$ cat src/rtl/regfile_scoreboard_pkg.sv
// regfile_scoreboard shared constants.
// Widths, zero word and reset polarity.
package regfile_scoreboard_pkg;

  localparam int XLEN = 32;
  localparam int NREG = 32;
  localparam int AW = $clog2(NREG);

  localparam logic [XLEN-1:0] ZERO = '0;
  localparam logic RST_ACT = 1'b1;

endpackage

$ cat src/rtl/regfile_scoreboard_if.sv
// Decode, writeback, flush and debug bundle
// between the pipeline and the register file.
interface regfile_scoreboard_if
  import regfile_scoreboard_pkg::*;
();

  logic            id_valid;
  logic            id_rs1_use;
  logic            id_rs2_use;
  logic [AW-1:0]   id_rs1_addr;
  logic [AW-1:0]   id_rs2_addr;
  logic            id_rd_ena;
  logic [AW-1:0]   id_rd_addr;
  logic            id_stall;
  logic [XLEN-1:0] rs1_data;
  logic [XLEN-1:0] rs2_data;
  logic            wb_valid;
  logic            wb_rd_ena;
  logic [AW-1:0]   wb_rd_addr;
  logic [XLEN-1:0] wb_data;
  logic            flush;
  logic [AW-1:0]   dbg_addr;
  logic [XLEN-1:0] dbg_data;

  modport master (
    output id_valid, id_rs1_use, id_rs2_use,
    output id_rs1_addr, id_rs2_addr,
    output id_rd_ena, id_rd_addr,
    output wb_valid, wb_rd_ena, wb_rd_addr,
    output wb_data, flush, dbg_addr,
    input  id_stall, rs1_data, rs2_data,
    input  dbg_data
  );

  modport slave (
    input  id_valid, id_rs1_use, id_rs2_use,
    input  id_rs1_addr, id_rs2_addr,
    input  id_rd_ena, id_rd_addr,
    input  wb_valid, wb_rd_ena, wb_rd_addr,
    input  wb_data, flush, dbg_addr,
    output id_stall, rs1_data, rs2_data,
    output dbg_data
  );

endinterface

$ cat src/rtl/regfile_scoreboard_sb_counter.sv
// Pending-writer counter for one register.
// Decrement is ignored at zero so stale retires never underflow.
module sb_counter
  import regfile_scoreboard_pkg::*;
#(
  parameter int CNT_W = 2
) (
  input  logic             clk,
  input  logic             rst,
  input  logic             inc,
  input  logic             dec,
  input  logic             clr,
  output logic [CNT_W-1:0] count,
  output logic             nonzero,
  output logic             at_max
);

  logic dec_ok;

  assign nonzero = (count != '0);
  assign at_max  = (count == {CNT_W{1'b1}});
  assign dec_ok  = dec & nonzero;

  // reset/flush clear; simultaneous inc and dec cancel
  always_ff @(posedge clk) begin
    if (rst == RST_ACT || clr) begin
      count <= '0;
    end else if (inc && !dec_ok) begin
      count <= count + 1'b1;
    end else if (!inc && dec_ok) begin
      count <= count - 1'b1;
    end
  end

endmodule

$ cat src/rtl/regfile_scoreboard.sv
// Integer register file with writeback bypass and
// per-register pending-write scoreboard driving decode stall.
module regfile_scoreboard
  import regfile_scoreboard_pkg::*;
#(
  parameter int CNT_W = 2
) (
  input  logic                 clk,
  input  logic                 rst,
  regfile_scoreboard_if.slave  bus
);

  logic [XLEN-1:0] rf [NREG];

  logic [NREG-1:0][CNT_W-1:0] cnt;
  logic [NREG-1:0]            nz;
  logic [NREG-1:0]            at_max;

  logic wb_fire;
  logic byp1, byp2;
  logic hz1, hz2, sat;
  logic issue_fire;

  assign wb_fire = bus.wb_valid & bus.wb_rd_ena
                 & (bus.wb_rd_addr != '0);

  assign byp1 = wb_fire
              & (bus.wb_rd_addr == bus.id_rs1_addr);
  assign byp2 = wb_fire
              & (bus.wb_rd_addr == bus.id_rs2_addr);

  // source reads: x0 hardwired, then bypass, then array
  always_comb begin
    bus.rs1_data = rf[bus.id_rs1_addr];
    bus.rs2_data = rf[bus.id_rs2_addr];
    if (byp1)
      bus.rs1_data = bus.wb_data;
    if (byp2)
      bus.rs2_data = bus.wb_data;
    if (bus.id_rs1_addr == '0)
      bus.rs1_data = ZERO;
    if (bus.id_rs2_addr == '0)
      bus.rs2_data = ZERO;
  end

  assign bus.dbg_data = (bus.dbg_addr == '0)
                      ? ZERO : rf[bus.dbg_addr];

  // a lone pending writer retiring now is covered by bypass
  assign hz1 = bus.id_rs1_use
             & (bus.id_rs1_addr != '0)
             & nz[bus.id_rs1_addr]
             & ~((cnt[bus.id_rs1_addr] == CNT_W'(1))
                 & byp1);

  assign hz2 = bus.id_rs2_use
             & (bus.id_rs2_addr != '0)
             & nz[bus.id_rs2_addr]
             & ~((cnt[bus.id_rs2_addr] == CNT_W'(1))
                 & byp2);

  assign sat = bus.id_rd_ena
             & (bus.id_rd_addr != '0)
             & at_max[bus.id_rd_addr]
             & ~(wb_fire
                 & (bus.wb_rd_addr == bus.id_rd_addr));

  assign bus.id_stall = bus.id_valid & (hz1 | hz2 | sat);

  assign issue_fire = bus.id_valid & ~bus.id_stall
                    & bus.id_rd_ena
                    & (bus.id_rd_addr != '0)
                    & ~bus.flush;

  // array update; retiring writes survive a flush
  always_ff @(posedge clk) begin
    if (rst == RST_ACT) begin
      for (int i = 0; i < NREG; i++)
        rf[i] <= ZERO;
    end else if (wb_fire) begin
      rf[bus.wb_rd_addr] <= bus.wb_data;
    end
  end

  assign cnt[0]    = '0;
  assign nz[0]     = 1'b0;
  assign at_max[0] = 1'b0;

  for (genvar r = 1; r < NREG; r++) begin : g_sb
    logic inc_r, dec_r;

    assign inc_r = issue_fire
                 & (bus.id_rd_addr == AW'(r));
    assign dec_r = wb_fire
                 & (bus.wb_rd_addr == AW'(r));

    sb_counter #(.CNT_W(CNT_W)) u_cnt (
      .clk     (clk),
      .rst     (rst),
      .inc     (inc_r),
      .dec     (dec_r),
      .clr     (bus.flush),
      .count   (cnt[r]),
      .nonzero (nz[r]),
      .at_max  (at_max[r])
    );
  end

endmodule

$ cat src/flat_wrapper.sv
// flat-port wrapper written by rule: the top's interface ports become plain ports
module regfile_scoreboard_flat import regfile_scoreboard_pkg::*;
#(
  parameter int CNT_W = 2
)
  (clk, rst, bus_id_valid, bus_id_rs1_use, bus_id_rs2_use, bus_id_rs1_addr, bus_id_rs2_addr, bus_id_rd_ena, bus_id_rd_addr, bus_wb_valid, bus_wb_rd_ena, bus_wb_rd_addr, bus_wb_data, bus_flush, bus_dbg_addr, bus_id_stall, bus_rs1_data, bus_rs2_data, bus_dbg_data);
  regfile_scoreboard_if bus_i ();
  input  logic clk;
  input  logic rst;
  input wire logic [$bits(bus_i.id_valid)-1:0] bus_id_valid;
  input wire logic [$bits(bus_i.id_rs1_use)-1:0] bus_id_rs1_use;
  input wire logic [$bits(bus_i.id_rs2_use)-1:0] bus_id_rs2_use;
  input wire logic [$bits(bus_i.id_rs1_addr)-1:0] bus_id_rs1_addr;
  input wire logic [$bits(bus_i.id_rs2_addr)-1:0] bus_id_rs2_addr;
  input wire logic [$bits(bus_i.id_rd_ena)-1:0] bus_id_rd_ena;
  input wire logic [$bits(bus_i.id_rd_addr)-1:0] bus_id_rd_addr;
  input wire logic [$bits(bus_i.wb_valid)-1:0] bus_wb_valid;
  input wire logic [$bits(bus_i.wb_rd_ena)-1:0] bus_wb_rd_ena;
  input wire logic [$bits(bus_i.wb_rd_addr)-1:0] bus_wb_rd_addr;
  input wire logic [$bits(bus_i.wb_data)-1:0] bus_wb_data;
  input wire logic [$bits(bus_i.flush)-1:0] bus_flush;
  input wire logic [$bits(bus_i.dbg_addr)-1:0] bus_dbg_addr;
  output wire logic [$bits(bus_i.id_stall)-1:0] bus_id_stall;
  output wire logic [$bits(bus_i.rs1_data)-1:0] bus_rs1_data;
  output wire logic [$bits(bus_i.rs2_data)-1:0] bus_rs2_data;
  output wire logic [$bits(bus_i.dbg_data)-1:0] bus_dbg_data;
  assign bus_i.id_valid = bus_id_valid;
  assign bus_i.id_rs1_use = bus_id_rs1_use;
  assign bus_i.id_rs2_use = bus_id_rs2_use;
  assign bus_i.id_rs1_addr = bus_id_rs1_addr;
  assign bus_i.id_rs2_addr = bus_id_rs2_addr;
  assign bus_i.id_rd_ena = bus_id_rd_ena;
  assign bus_i.id_rd_addr = bus_id_rd_addr;
  assign bus_i.wb_valid = bus_wb_valid;
  assign bus_i.wb_rd_ena = bus_wb_rd_ena;
  assign bus_i.wb_rd_addr = bus_wb_rd_addr;
  assign bus_i.wb_data = bus_wb_data;
  assign bus_i.flush = bus_flush;
  assign bus_i.dbg_addr = bus_dbg_addr;
  assign bus_id_stall = bus_i.id_stall;
  assign bus_rs1_data = bus_i.rs1_data;
  assign bus_rs2_data = bus_i.rs2_data;
  assign bus_dbg_data = bus_i.dbg_data;
  regfile_scoreboard #(.CNT_W(CNT_W)) u_core (.clk(clk), .rst(rst), .bus(bus_i));
endmodule
$ cat config.mk
export PLATFORM = sky130hd
export DESIGN_NAME = regfile_scoreboard_flat
export DESIGN_NICKNAME = d
export VERILOG_FILES = /design/src/rtl/regfile_scoreboard_pkg.sv /design/src/rtl/regfile_scoreboard_if.sv /design/src/rtl/regfile_scoreboard_sb_counter.sv /design/src/rtl/regfile_scoreboard.sv /design/src/flat_wrapper.sv
export SDC_FILE = /design/constraint.sdc
export NUM_CORES = 2
export LEC_CHECK = 0
export BUFFER_PORTS_ARGS = -buffer_cell sky130_fd_sc_hd__buf_2
export CORE_MARGIN = 2
export CORE_UTILIZATION = 28
export CTS_BUF_LIST = sky130_fd_sc_hd__clkbuf_4
export CTS_CLUSTER_DIAMETER = 200
export DETAILED_ROUTE_END_ITERATION = 12
export PLACE_DENSITY = 0.52
export SETUP_SLACK_MARGIN = 0.1
export SYNTH_ARGS = -nofsm -noshare
export SYNTH_HDL_FRONTEND = slang
export SYNTH_SLANG_ARGS = --single-unit
$ cat constraint.sdc
create_clock -name clk -period 3.3 [get_ports clk]
set_input_delay 0.495 -clock clk [delete_from_list [all_inputs] [get_ports clk]]
set_output_delay 0.495 -clock clk [all_outputs]
set_load 0.005 [all_outputs]
==> qor.yml <==
route.met2.wl_mm: 132
dpl.cell_count: 7918
fin_nets: 5214
port_buffers: 162
violations: "negative setup slack"
yosysSeqAreaShare_pct: 46.8
postRouteAntennaNets: 0
crit_path_max_incr_delay_ps: 490
hold_violations: 0
io_pins: 163
slew_viol_final: 0
wl_met1_mm: 109
syn-cell-area_um2: 68400
worstPathRequired_ps: 2800
die_area_um2: 248000
cts_root_buffer: "clkbuf_4"
wire_per_inst_um: 32.9
min_path_type: "in2reg"
whs_ps: 132
crit_fanout: 7
yosys.cell_count.top_type: "edfxtp_1"
fin_skew_ps: 62.0
async_reset_ff_share_pct: 0
max_freq_mhz: 251
drc_errors: 0
critical_path_class: "reg2out"
pwr-share-comb_pct: 19.5
path_buf_inv: 3
p_leak_nw: 28.8
clk_pin_slew_worst_paths_ps: 50
final_cells: 8582
yosys_register_bits: 1086
final_core_util_pct: 34.8
rsz0062_at_grt: "true"
rows: 181
powerDensity_nw_per_um2: 433
antenna_found_initial: 37
dr.pass1.iters: 8
cts_made_buffers: 337
start_kind: "register"
netlist.top_cell.by_area: "edfxtp_1"
wl_mm: 282
grt_pass1_vias: 48800
place_congestion: 0.911
die_h_um: 498
swShare_pct: 28.7
synth_edf_count: 1024
p_seq_share_pct: 44.5
synth_top_area_share_pct: 45.0
highest_layer: "met5"
drt_iter0_drc: 6538
final_cell_area_um2: 84400
peakVddDrop_uv: 383
fin_crit_sh_pct: 121
cts_num_sinks: 1086
cp_top_family: "compound AO/OA/AOI/OAI gates"
place.detailed.hpwl_mm: 177
grt_pass1_wl_mm: 388
syn_avg_cell_area_um2: 15.0
vias: 48800
dpl_cell_area_um2: 77700
fillCellCount: 23300
core_region_area_um2: 243000
yosys_warnings: 0
worstPathArrival_ps: 3490
worstSkewPairLatency_ps: 1350
grt_overflow_total: 0
path_cells: "nand2b_4 -> mux4_2 -> o211ai_1 -> a32oi_1 -> o32ai_1 -> buf_4 -> o211ai_4 -> buf_12 -> and2_4 -> buf_6"
start_util_pct: 28.1
crit_path_end_kind: "primary output"
grt_start_max_net_pins: 57
fp.dieW_um: 498
netlist_top_cells_area: "edfxtp_1, mux4_2, and2_1"
max-cap-violations: 0
syn-instance-count: 4546
cts_tree: "done"
synth_top_flop_cell: "edfxtp_1"
cts_max_path_buffers: 4
intPower_w: 0.0261
synthTopCellsByCount: "edfxtp_1, and2_1, mux4_2"
layout-drive-gt1-share_pct: 47.3
post_drt_via_cell_ratio: 5.69
grtUsageTotal_pct: 22.3
max_slew_margin_pct: 21.4
fin_setup_tns_ps: -50000
wl_met3_mm: 27.9
fin_ws_ps: -687
setup_viol: 108
min_period_ps: 3990
syn_to_final_growth_pct: 23.5
p_sw_w: 0.0105
worst_pin_slew_ps: 1180
cp_slowest_cell: "mux4_2"
status: "finished, violations left"
p_clk_share_pct: 36.0
htreeDepth: 5
synth_cell_types: 62
==> tightest hold or removal path: stages <==
cell     delay [ps]
buf_2           130
buf_4           170
inv_1            90
nor2_1          130
nand2_1         100
ha_1            140
or3_1           100
a21oi_1          50
==> per-stage QoR <==
step | worst slack [ps] | total power [W]
floorplan | -123 | 0.0200
global placement | -626 | 0.0230
detailed placement | -640 | 0.0230
CTS | -828 | 0.0366
global route | -809 | 0.0378
finish | -687 | 0.0366
==> path summary, 6_finish.rpt <==
path / end / from / slack (ps) / cells after the start
setup reg to reg: u_core.g_sb[3].u_cnt.count[1] / u_core.g_sb[18].u_cnt.count[1] / -160 / 15
setup / recovery: bus_id_stall / u_core.g_sb[18].u_cnt.count[1] / -690 / 10
hold reg to reg: u_core.g_sb[17].u_cnt.count[1] / u_core.g_sb[17].u_cnt.count[1] / 510 / 2
hold / removal: u_core.g_sb[19].u_cnt.count[1] / bus_wb_rd_addr[1] / 130 / 8
==> layout make-up <==
cell class                 count  area [um^2]  area share [%]
antenna                       26         65.1          0.0770
clock buffer                 488         3660            4.34
clock inverter                88          349           0.413
inverter                      15         58.8          0.0696
multi-input combinational   2943        36500            43.2
sequential                  1086        32100            38.0
tap                         3202         4010            4.74
timing repair buffer         734         7750            9.18
==> power by group through the flow <==
stage | registers (W) | logic (W) | clock network (W)
finish | 0.0163 | 0.00714 | 0.0132
global route | 0.0163 | 0.00738 | 0.0141
CTS | 0.0162 | 0.00696 | 0.0134
detailed placement | 0.0165 | 0.00650 | 0
global placement | 0.0165 | 0.00650 | 0
floorplan | 0.0163 | 0.00366 | 0
==> layout by cell type, fill, tap and decap left out, types with 27 or more instances in the layout <==
| master | instances |
|---|---|
| nor2_4 | 39 |
| or2_4 | 31 |
| dlygate4sd3_1 | 38 |
| dfxtp_1 | 27 |
| a211oi_2 | 52 |
| buf_12 | 175 |
| nand2_1 | 61 |
| and2_1 | 995 |
| xor2_1 | 63 |
| nand3_1 | 27 |
| o21ai_0 | 29 |
| buf_6 | 50 |
| buf_2 | 135 |
| mux2i_1 | 37 |
| edfxtp_1 | 1024 |
| buf_4 | 326 |
| nor2_1 | 139 |
| conb_1 | 32 |
| or3_1 | 28 |
| mux2i_4 | 43 |
| clkinv_1 | 70 |
| dfxtp_2 | 28 |
| a21oi_1 | 41 |
| mux4_2 | 971 |
| nor3_1 | 29 |
| clkbuf_4 | 488 |
==> state kept, by name (all words and copies together) (netlist names) <==
signal                   flops
u_core.g_sb.u_cnt.count     62
u_core.rf                 1024
==> cells by family (layout without fill, tap and decap cells) <==
family | count (synthesis) | after routing | share of synthesized area [%]
AND/OR/NAND/NOR | 1497 | 1497 | 12.7
AO/OA/AOI/OAI | 238 | 238 | 2.36
buffers and inverters | 548 | 1325 | 3.18
flip-flops | 1086 | 1086 | 46.8
adder cells (fa/ha/maj) | 31 | 31 | 0.567
multiplexers | 1068 | 1068 | 33.4
other | 1 | 58 | 0.00548
XOR/XNOR | 77 | 77 | 0.986
==> what timing repair did <==
item	CTS	global route
endpoints found under the hold margin	1055	0
setup buffers	6	16
gates resized for setup	242	190
pin swaps	90	104
gates cloned	2	2
hold buffers	38	0
endpoints found under the setup margin	136	157
==> per-layer routing <==
metal / up-vias / global-route usage, %
li1: 19400 / -
met1: 25700 / 29.1
met2: 3125 / 35.3
met3: 666 / 5.01
met4: 8 / 9.86
met5: - / 0
Power figures use the tool's default switching activity.
